===== src/rtl/muldiv_pkg.sv =====
// Shared types and constants for the multiply/HI-LO sequencing controller.
package muldiv_pkg;

  typedef enum logic [2:0] {
    OP_NONE  = 3'd0,
    OP_MULT  = 3'd1,
    OP_MULTU = 3'd2,
    OP_MTHI  = 3'd3,
    OP_MTLO  = 3'd4
  } op_e;

  typedef enum logic [1:0] {
    ST_IDLE,
    ST_ARM,
    ST_WAIT,
    ST_FIX
  } state_e;

  localparam int DEFAULT_TIMEOUT = 127;
  localparam int DEFAULT_WDOG_W  = 7;

  // Correction that turns the high word of a signed 32x32 product into the
  // high word of the unsigned product of the same bit patterns.
  function automatic logic [31:0] unsigned_hi_adj(input logic [31:0] a,
                                                  input logic [31:0] b);
    return (a[31] ? b : 32'd0) + (b[31] ? a : 32'd0);
  endfunction

endpackage


===== src/rtl/muldiv_fixup.sv =====
// Combinational signed-to-unsigned product correction; only the high word moves.
module muldiv_fixup
  import muldiv_pkg::*;
(
  input  logic [63:0] prod,
  input  logic [31:0] a,
  input  logic [31:0] b,
  input  logic        is_unsigned,
  output logic [31:0] hi,
  output logic [31:0] lo
);

  always_comb begin
    hi = prod[63:32];
    lo = prod[31:0];
    if (is_unsigned) begin
      hi = prod[63:32] + unsigned_hi_adj(a, b);
    end
  end

endmodule


===== src/rtl/muldiv_ctrl.sv =====
// Sequencer between execute stage and the shared Booth multiplier; owns HI/LO.
// Optional unsigned multiply support is built when MULDIV_UNSIGNED_EN is defined.
module muldiv_ctrl
  import muldiv_pkg::*;
#(
  parameter int TIMEOUT = DEFAULT_TIMEOUT
) (
  input  logic        clk,
  input  logic        reset,
  input  logic        req,
  input  logic [2:0]  op,
  input  logic [31:0] rs_val,
  input  logic [31:0] rt_val,
  output logic        busy,
  output logic [31:0] hi,
  output logic [31:0] lo,
  output logic        err,
  output logic        mult_start,
  output logic [31:0] mult_a,
  output logic [31:0] mult_b,
  input  logic [63:0] mult_z,
  input  logic        mult_done
);

  localparam int WDOG_W = $clog2(TIMEOUT + 1);

  state_e              state_q, state_d;
  logic                busy_q, busy_d;
  logic                err_q, err_d;
  logic                start_q, start_d;
  logic [31:0]         a_q, a_d;
  logic [31:0]         b_q, b_d;
  logic [63:0]         prod_q, prod_d;
  logic [31:0]         hi_q, hi_d;
  logic [31:0]         lo_q, lo_d;
  logic [WDOG_W-1:0]   wdog_q, wdog_d;
  logic [31:0]         fix_hi, fix_lo;

`ifdef MULDIV_UNSIGNED_EN
  logic uns_q, uns_d;

  muldiv_fixup u_fixup (
    .prod        (prod_q),
    .a           (a_q),
    .b           (b_q),
    .is_unsigned (uns_q),
    .hi          (fix_hi),
    .lo          (fix_lo)
  );
`else
  assign fix_hi = prod_q[63:32];
  assign fix_lo = prod_q[31:0];
`endif

  always_comb begin
    // NOTE: every signal gets a hold default first so no path infers a latch.
    state_d = state_q;
    err_d   = 1'b0;
    start_d = start_q;
    a_d     = a_q;
    b_d     = b_q;
    prod_d  = prod_q;
    hi_d    = hi_q;
    lo_d    = lo_q;
    wdog_d  = wdog_q;
`ifdef MULDIV_UNSIGNED_EN
    uns_d   = uns_q;
`endif

    unique case (state_q)
      ST_IDLE: begin
        if (req) begin
          case (op_e'(op))
            OP_MULT: begin
              a_d     = rs_val;
              b_d     = rt_val;
              start_d = 1'b1;
              wdog_d  = '0;
              state_d = ST_ARM;
`ifdef MULDIV_UNSIGNED_EN
              uns_d   = 1'b0;
`endif
            end
            OP_MULTU: begin
`ifdef MULDIV_UNSIGNED_EN
              a_d     = rs_val;
              b_d     = rt_val;
              start_d = 1'b1;
              wdog_d  = '0;
              state_d = ST_ARM;
              uns_d   = 1'b1;
`else
              err_d   = 1'b1;
`endif
            end
            OP_MTHI: hi_d = rs_val;
            OP_MTLO: lo_d = rs_val;
            OP_NONE: ;
            default: err_d = 1'b1;
          endcase
        end
      end
      // mult_done may still be high from the previous product here.
      ST_ARM: state_d = ST_WAIT;
      ST_WAIT: begin
        if (mult_done) begin
          start_d = 1'b0;
          prod_d  = mult_z;
          state_d = ST_FIX;
        end else if (wdog_q == WDOG_W'(TIMEOUT - 1)) begin
          start_d = 1'b0;
          err_d   = 1'b1;
          wdog_d  = '0;
          state_d = ST_IDLE;
        end else begin
          wdog_d  = wdog_q + WDOG_W'(1);
        end
      end
      ST_FIX: begin
        hi_d    = fix_hi;
        lo_d    = fix_lo;
        state_d = ST_IDLE;
      end
      default: state_d = ST_IDLE;
    endcase

    busy_d = (state_d != ST_IDLE);
  end

  // NOTE: sequential state uses non-blocking assignments only.
  always_ff @(posedge clk) begin
    if (reset) begin
      state_q <= ST_IDLE;
      busy_q  <= 1'b0;
      err_q   <= 1'b0;
      start_q <= 1'b0;
      a_q     <= '0;
      b_q     <= '0;
      prod_q  <= '0;
      hi_q    <= '0;
      lo_q    <= '0;
      wdog_q  <= '0;
`ifdef MULDIV_UNSIGNED_EN
      uns_q   <= 1'b0;
`endif
    end else begin
      state_q <= state_d;
      busy_q  <= busy_d;
      err_q   <= err_d;
      start_q <= start_d;
      a_q     <= a_d;
      b_q     <= b_d;
      prod_q  <= prod_d;
      hi_q    <= hi_d;
      lo_q    <= lo_d;
      wdog_q  <= wdog_d;
`ifdef MULDIV_UNSIGNED_EN
      uns_q   <= uns_d;
`endif
    end
  end

  assign busy       = busy_q;
  assign err        = err_q;
  assign hi         = hi_q;
  assign lo         = lo_q;
  assign mult_start = start_q;
  assign mult_a     = a_q;
  assign mult_b     = b_q;

endmodule


===== config.mk =====
export PLATFORM = sky130hd
export DESIGN_NAME = muldiv_ctrl
export DESIGN_NICKNAME = d
export VERILOG_FILES = /design/src/rtl/muldiv_pkg.sv /design/src/rtl/muldiv_fixup.sv /design/src/rtl/muldiv_ctrl.sv
export SDC_FILE = /design/constraint.sdc
export NUM_CORES = 1
export LEC_CHECK = 0
export BUFFER_PORTS_ARGS = -buffer_cell sky130_fd_sc_hd__buf_2
export CAP_MARGIN = 30
export CORE_UTILIZATION = 50
export DETAILED_ROUTE_END_ITERATION = 6
export HOLD_SLACK_MARGIN = 0.02
export PLACE_DENSITY = 0.8
export RECOVER_POWER = 25
export REMOVE_ABC_BUFFERS = 1
export SLEW_MARGIN = 0
export SYNTH_ARGS = -nofsm -noshare
export SYNTH_HDL_FRONTEND = slang
export SYNTH_SLANG_ARGS = --single-unit

===== constraint.sdc =====
create_clock -name clk -period 2.14 [get_ports clk]
set_input_delay 0.428 -clock clk [delete_from_list [all_inputs] [get_ports clk]]
set_output_delay 0.428 -clock clk [all_outputs]
set_load 0.1 [all_outputs]

# Yosys cells after proc, flatten, opt, wreduce, memory -nomap -nowiden
# Cells that the tools add are included.
totals:
  register_bits: 204
  output_inout_bits: 131
  word_cells: 62
classes:
  n_reduce_logical: 12
  n_eq_ne: 13
  addsub: 1
  mux: 26
op_table:
  columns: ["cell", "n"]
  rows:
  - ["two-way mux 32 bit", 4]
  - ["case mux 32 bit (2 select lines)", 2]
  - ["two-way mux 7 bit", 4]
  - ["case mux 7 bit (2 select lines)", 1]
  - ["AND reduction 3 bit", 3]
  - ["two-way mux 1 bit", 8]
  - ["two-way mux 2 bit", 4]
  - ["case mux 2 bit (4 select lines)", 1]
  - ["AND reduction 4 bit", 2]
  - ["adder 7 x 1 -> 7 bit, second input constant", 1]
  - ["== test 7 bit, second input constant", 1]
  - ["inequality test 2 x 1 -> 1 bit, second input constant", 3]
  - ["nonzero test 2 bit", 3]
  - ["== test 2 bit, second input constant", 2]
  - ["inequality test 2 bit, second input constant", 2]
  - ["case mux 1 bit (2 select lines)", 2]
  - ["OR reduction 4 bit", 1]
  - ["== test 3 x 1 -> 1 bit, second input constant", 1]
  - ["== test 3 x 2 -> 1 bit, second input constant", 1]
  - ["== test 3 bit, second input constant", 1]
  - ["logical NOT 3 bit", 1]
  - ["inequality test 3 bit, second input constant", 1]
  - ["== test 2 x 1 -> 1 bit, second input constant", 1]
  - ["logical NOT 2 bit", 1]
  - ["AND reduction 2 bit", 1]

# Logic depth before layout (Yosys ltp)
logic_depth:
  depth_word: 5
  depth_mapped: 7

# Worst setup path after synthesis
# No wires, ideal clock.
synth_timing:
  path_type: "input to register"
  startpoint: "in req"
  endpoint: "reg lo_q[10] (netlist: lo[10])"
  setup_slack_ns: 0.534
  arrival_time_ns: 1.515
  path_stages: 5
  setup_ns: 0.091
  path_cell_list: "nand2b_2 o41ai_4 buf_6 nor2_1 a311oi_1"
synth_between:
  elab_chain_cells: 2
synth_lines:
  columns: ["item", "line", "source"]
  rows:
  - ["start, declared", "muldiv_ctrl.sv:10", "input logic req,"]
  - ["inequality test 2 bit (no line)", null, null]
  - ["AND reduction 3 bit (no line)", null, null]
  - ["end signal, assigned", "muldiv_ctrl.sv:155", "lo_q <= lo_d;"]
  - ["end, declared", "muldiv_ctrl.sv:35", "logic [31:0] lo_q, lo_d;"]
# No other way between the ends.
# A chain may end at the register's enable or synchronous reset.

# Worst setup path after layout
layout_timing:
  startpoint: "reg state_q[1]"
  endpoint: "reg lo_q[8] (netlist: lo[8])"
layout_between:
  elab_chain_cells: 3
  word_cells_on_any_way: 7
layout_lines:
  columns: ["item", "line", "source"]
  rows:
  - ["start, declared", "muldiv_ctrl.sv:27", "state_e state_q, state_d;"]
  - ["start signal, assigned", "muldiv_ctrl.sv:147", "state_q <= state_d;"]
  - ["logical NOT 2 bit or == test 2 bit (tied branches)", "muldiv_ctrl.sv:70", "unique case (state_q)"]
  - ["inequality test 2 x 1 -> 1 bit (no line), or another cell as far along", null, null]
  - ["AND reduction 3 bit (no line)", null, null]
# Several ways; a longest one is shown, not always the timed one.

==> impl_metrics.json <==
{
  "critical_path.max_fanout": 22,
  "initial_utilization": 0.519,
  "avgRoutedWirePerCell_um": 14.9,
  "wl_met3_mm": 1.87,
  "cap_violations": 0,
  "netlist_top_cells_area": "dfxtp_1 54%, nand2_1 18%, a21oi_1 9.2%",
  "status": "complete, but fails checks",
  "die_y_um": 126,
  "yosysSeqAreaShare": 0.535,
  "io_pins": 266,
  "finish.net_count": 1327,
  "overflow": 0,
  "clockBufferDepth": 3,
  "drtPass1Iterations": 7,
  "synth_edf_count": 0,
  "htreeDepth": 1,
  "r2r_cells": 5,
  "min_path_cells": 3,
  "numCtsBuffers": 22,
  "fillers": 1251,
  "path_clk_slew_ps": 60,
  "vias": 7351,
  "final_core_util": 0.668,
  "critical-path-top-delay-family": "compound AO/OA/AOI/OAI gates",
  "die_w_um": 126,
  "synth_commonest_cells": "356 x nand2_1, 204 x dfxtp_1, 140 x a21oi_1",
  "p_per_area_mw_per_mm2": 880,
  "multi_input_area_mm2": 0.00321,
  "wl_met1_mm": 8.32,
  "root_buffer": "clkbuf_16",
  "drtIter0Drc": 444,
  "placed_area_mm2": 0.00916,
  "regArea_mm2": 0.00408,
  "critPathCaptureType": "register",
  "place_inst": 1350,
  "avgSynthCellArea_um2": 8.02,
  "cp.arrival_ps": 2230,
  "crit_chain": "nand2b_2 > o41ai_4 > buf_4 > nor2_1 > a311oi_1",
  "crit_required_ps": 2530,
  "fin_area_mm2": 0.00982,
  "cp_num_buf_inv": 1,
  "synth_cell_types": 35,
  "worst_pin_slew_ps": 553,
  "ys_seq_elements": 204,
  "antenna_found_initial": 3,
  "post_cts_buffers": 0,
  "slew_violations": 0,
  "ant_nets": 0,
  "worstSetupStartpointType": "register",
  "layoutNonFillerInstCount": 1387,
  "cpPeakStageDelay_ps": 400,
  "clock.fmax_mhz": 545,
  "globalRouteTotalUtil": 0.260,
  "insertion_delay_ps": 490,
  "setup_viol": 0,
  "syn2layout_area_growth_pct": 28.7,
  "leakage_nw": 3.99,
  "yosysMostFrequentCell": "nand2_1",
  "core_area_mm2": 0.0147,
  "slew_headroom": 0.633,
  "syn_inst": 952,
  "gp_congestion": 0.810,
  "dpl.hpwl_mm": 13.7,
  "cts_tree": "yes",
  "synth_top_area_share": 0.535,
  "dieArea_mm2": 0.0158,
  "cts_hold_buf": 0,
  "top_layer": "met4",
  "grt_pass1_wl_mm": 33.6,
  "ys_async_sr_fraction": 0,
  "finalClockSkew_ps": 6.44,
  "drive_gt1_frac": 0.271,
  "yosys.area.top_type": "dfxtp_1",
  "hold_viol_final": 0,
  "synth_ff_type": "dfxtp_1",
  "violations": "design-rule violations",
  "r2r-start": "state_q[1]",
  "hold_class": "in -> reg",
  "grt_pass1_vias": 6892,
  "synth_area_mm2": 0.00763,
  "regToRegEndpoint": "lo[8]",
  "drc_errors": 23,
  "finalSetupTns_ps": 0,
  "ir_drop_uv": 585,
  "rows": 44,
  "cts_resized": 0,
  "cts.sinks": 204,
  "wl_mm": 20.6,
  "crit_slowest_cell": "dfxtp_1",
  "min_period_ps": 1840,
  "grt_max_degree": 67,
  "finalCritPeriodShare": 0.858,
  "rsz0062_at_grt": "false",
  "io_buffers": 265,
  "timing.reg2reg.setup_slack_ps": 300,
  "met2_wirelength_mm": 10.0,
  "yosysWarnings": 0,
  "viasPerCell": 5.30,
  "worstHoldEndpoint": "mult_b[25]",
  "hp-start": "rt_val[25]",
  "worstSetupPathType": "reg -> reg"
}
metal layers:
layer	vias up	track usage
met5	-	0
met4	0	0.0882
met3	39	0.0629
met2	275	0.455
met1	3363	0.312
li1	3674	-
placed cells by master, fill, tap and decap left out, types with 5 or more instances in the layout:
cell	count
clkbuf_16	23
a311oi_1	64
o21ai_0	5
buf_12	8
nor2_1	68
or3_1	5
clkbuf_1	7
a21oi_1	140
dfxtp_1	204
clkbuf_2	13
buf_4	13
buf_2	251
nand2_1	355
worst max-delay path by stage:
stage	from	endpoint	slack, ps	depth (start not counted)
6_report	state_q[1]	lo[8]	300	5
5_1_grt	state_q[1]	lo[25]	130	5
4_1_cts	state_q[1]	lo[8]	300	5
3_5_place_dp	op[2]	hi[3]	320	6
3_3_place_gp	op[2]	hi[19]	400	6
2_1_floorplan	state_q[1]	lo[0]	-550	3
tightest hold or removal path: cells and delay by family:
family	cells	cell delay (ps)
simple gates	1	40
compound gates	1	50
buf+inv	1	90
where the power goes:
| group | internal, W | switching [W] |
|---|---|---|
| Clock | 0.00218 | 0.00143 |
| Combinational | 0.000250 | 0.000846 |
| Sequential | 0.00389 | 0.0000495 |
logic make-up after synthesis:
| logic type | after synthesis | synth area share |
|---|---|---|
| AOI/OAI and AO/OA | 218 | 0.182 |
| adders and majority gates | 2 | 0.00328 |
| buffers and inverters | 76 | 0.0457 |
| DFF | 204 | 0.535 |
| muxes | 1 | 0.00148 |
| and+or+nand+nor | 451 | 0.232 |
area by class of cell:
cell class | instances | share of cell area
inverters | 2 | 0.000765
flip-flops and latches | 204 | 0.416
multi-input cells | 672 | 0.327
well taps | 184 | 0.0234
diodes | 1 | 0.000255
clock buffers | 33 | 0.0655
clock inverters | 3 | 0.00408
repair buffers | 288 | 0.163
through the flow:
step,hold slack [ps],setup slack (ps),power [W]
floorplan,431,-553,0.00475
global placement,438,396,0.00511
detailed placement,444,315,0.00512
CTS,150,301,0.00872
global route,155,134,0.00896
finish,169,304,0.00865
registers in the layout, indices dropped and copies added (netlist names):
register / flops
wdog_q: 7
hi: 32
busy: 1
mult_start: 1
err: 1
mult_b: 32
lo: 32
mult_a: 32
prod_q: 64
state_q: 2
Power figures use the tool's default switching activity.
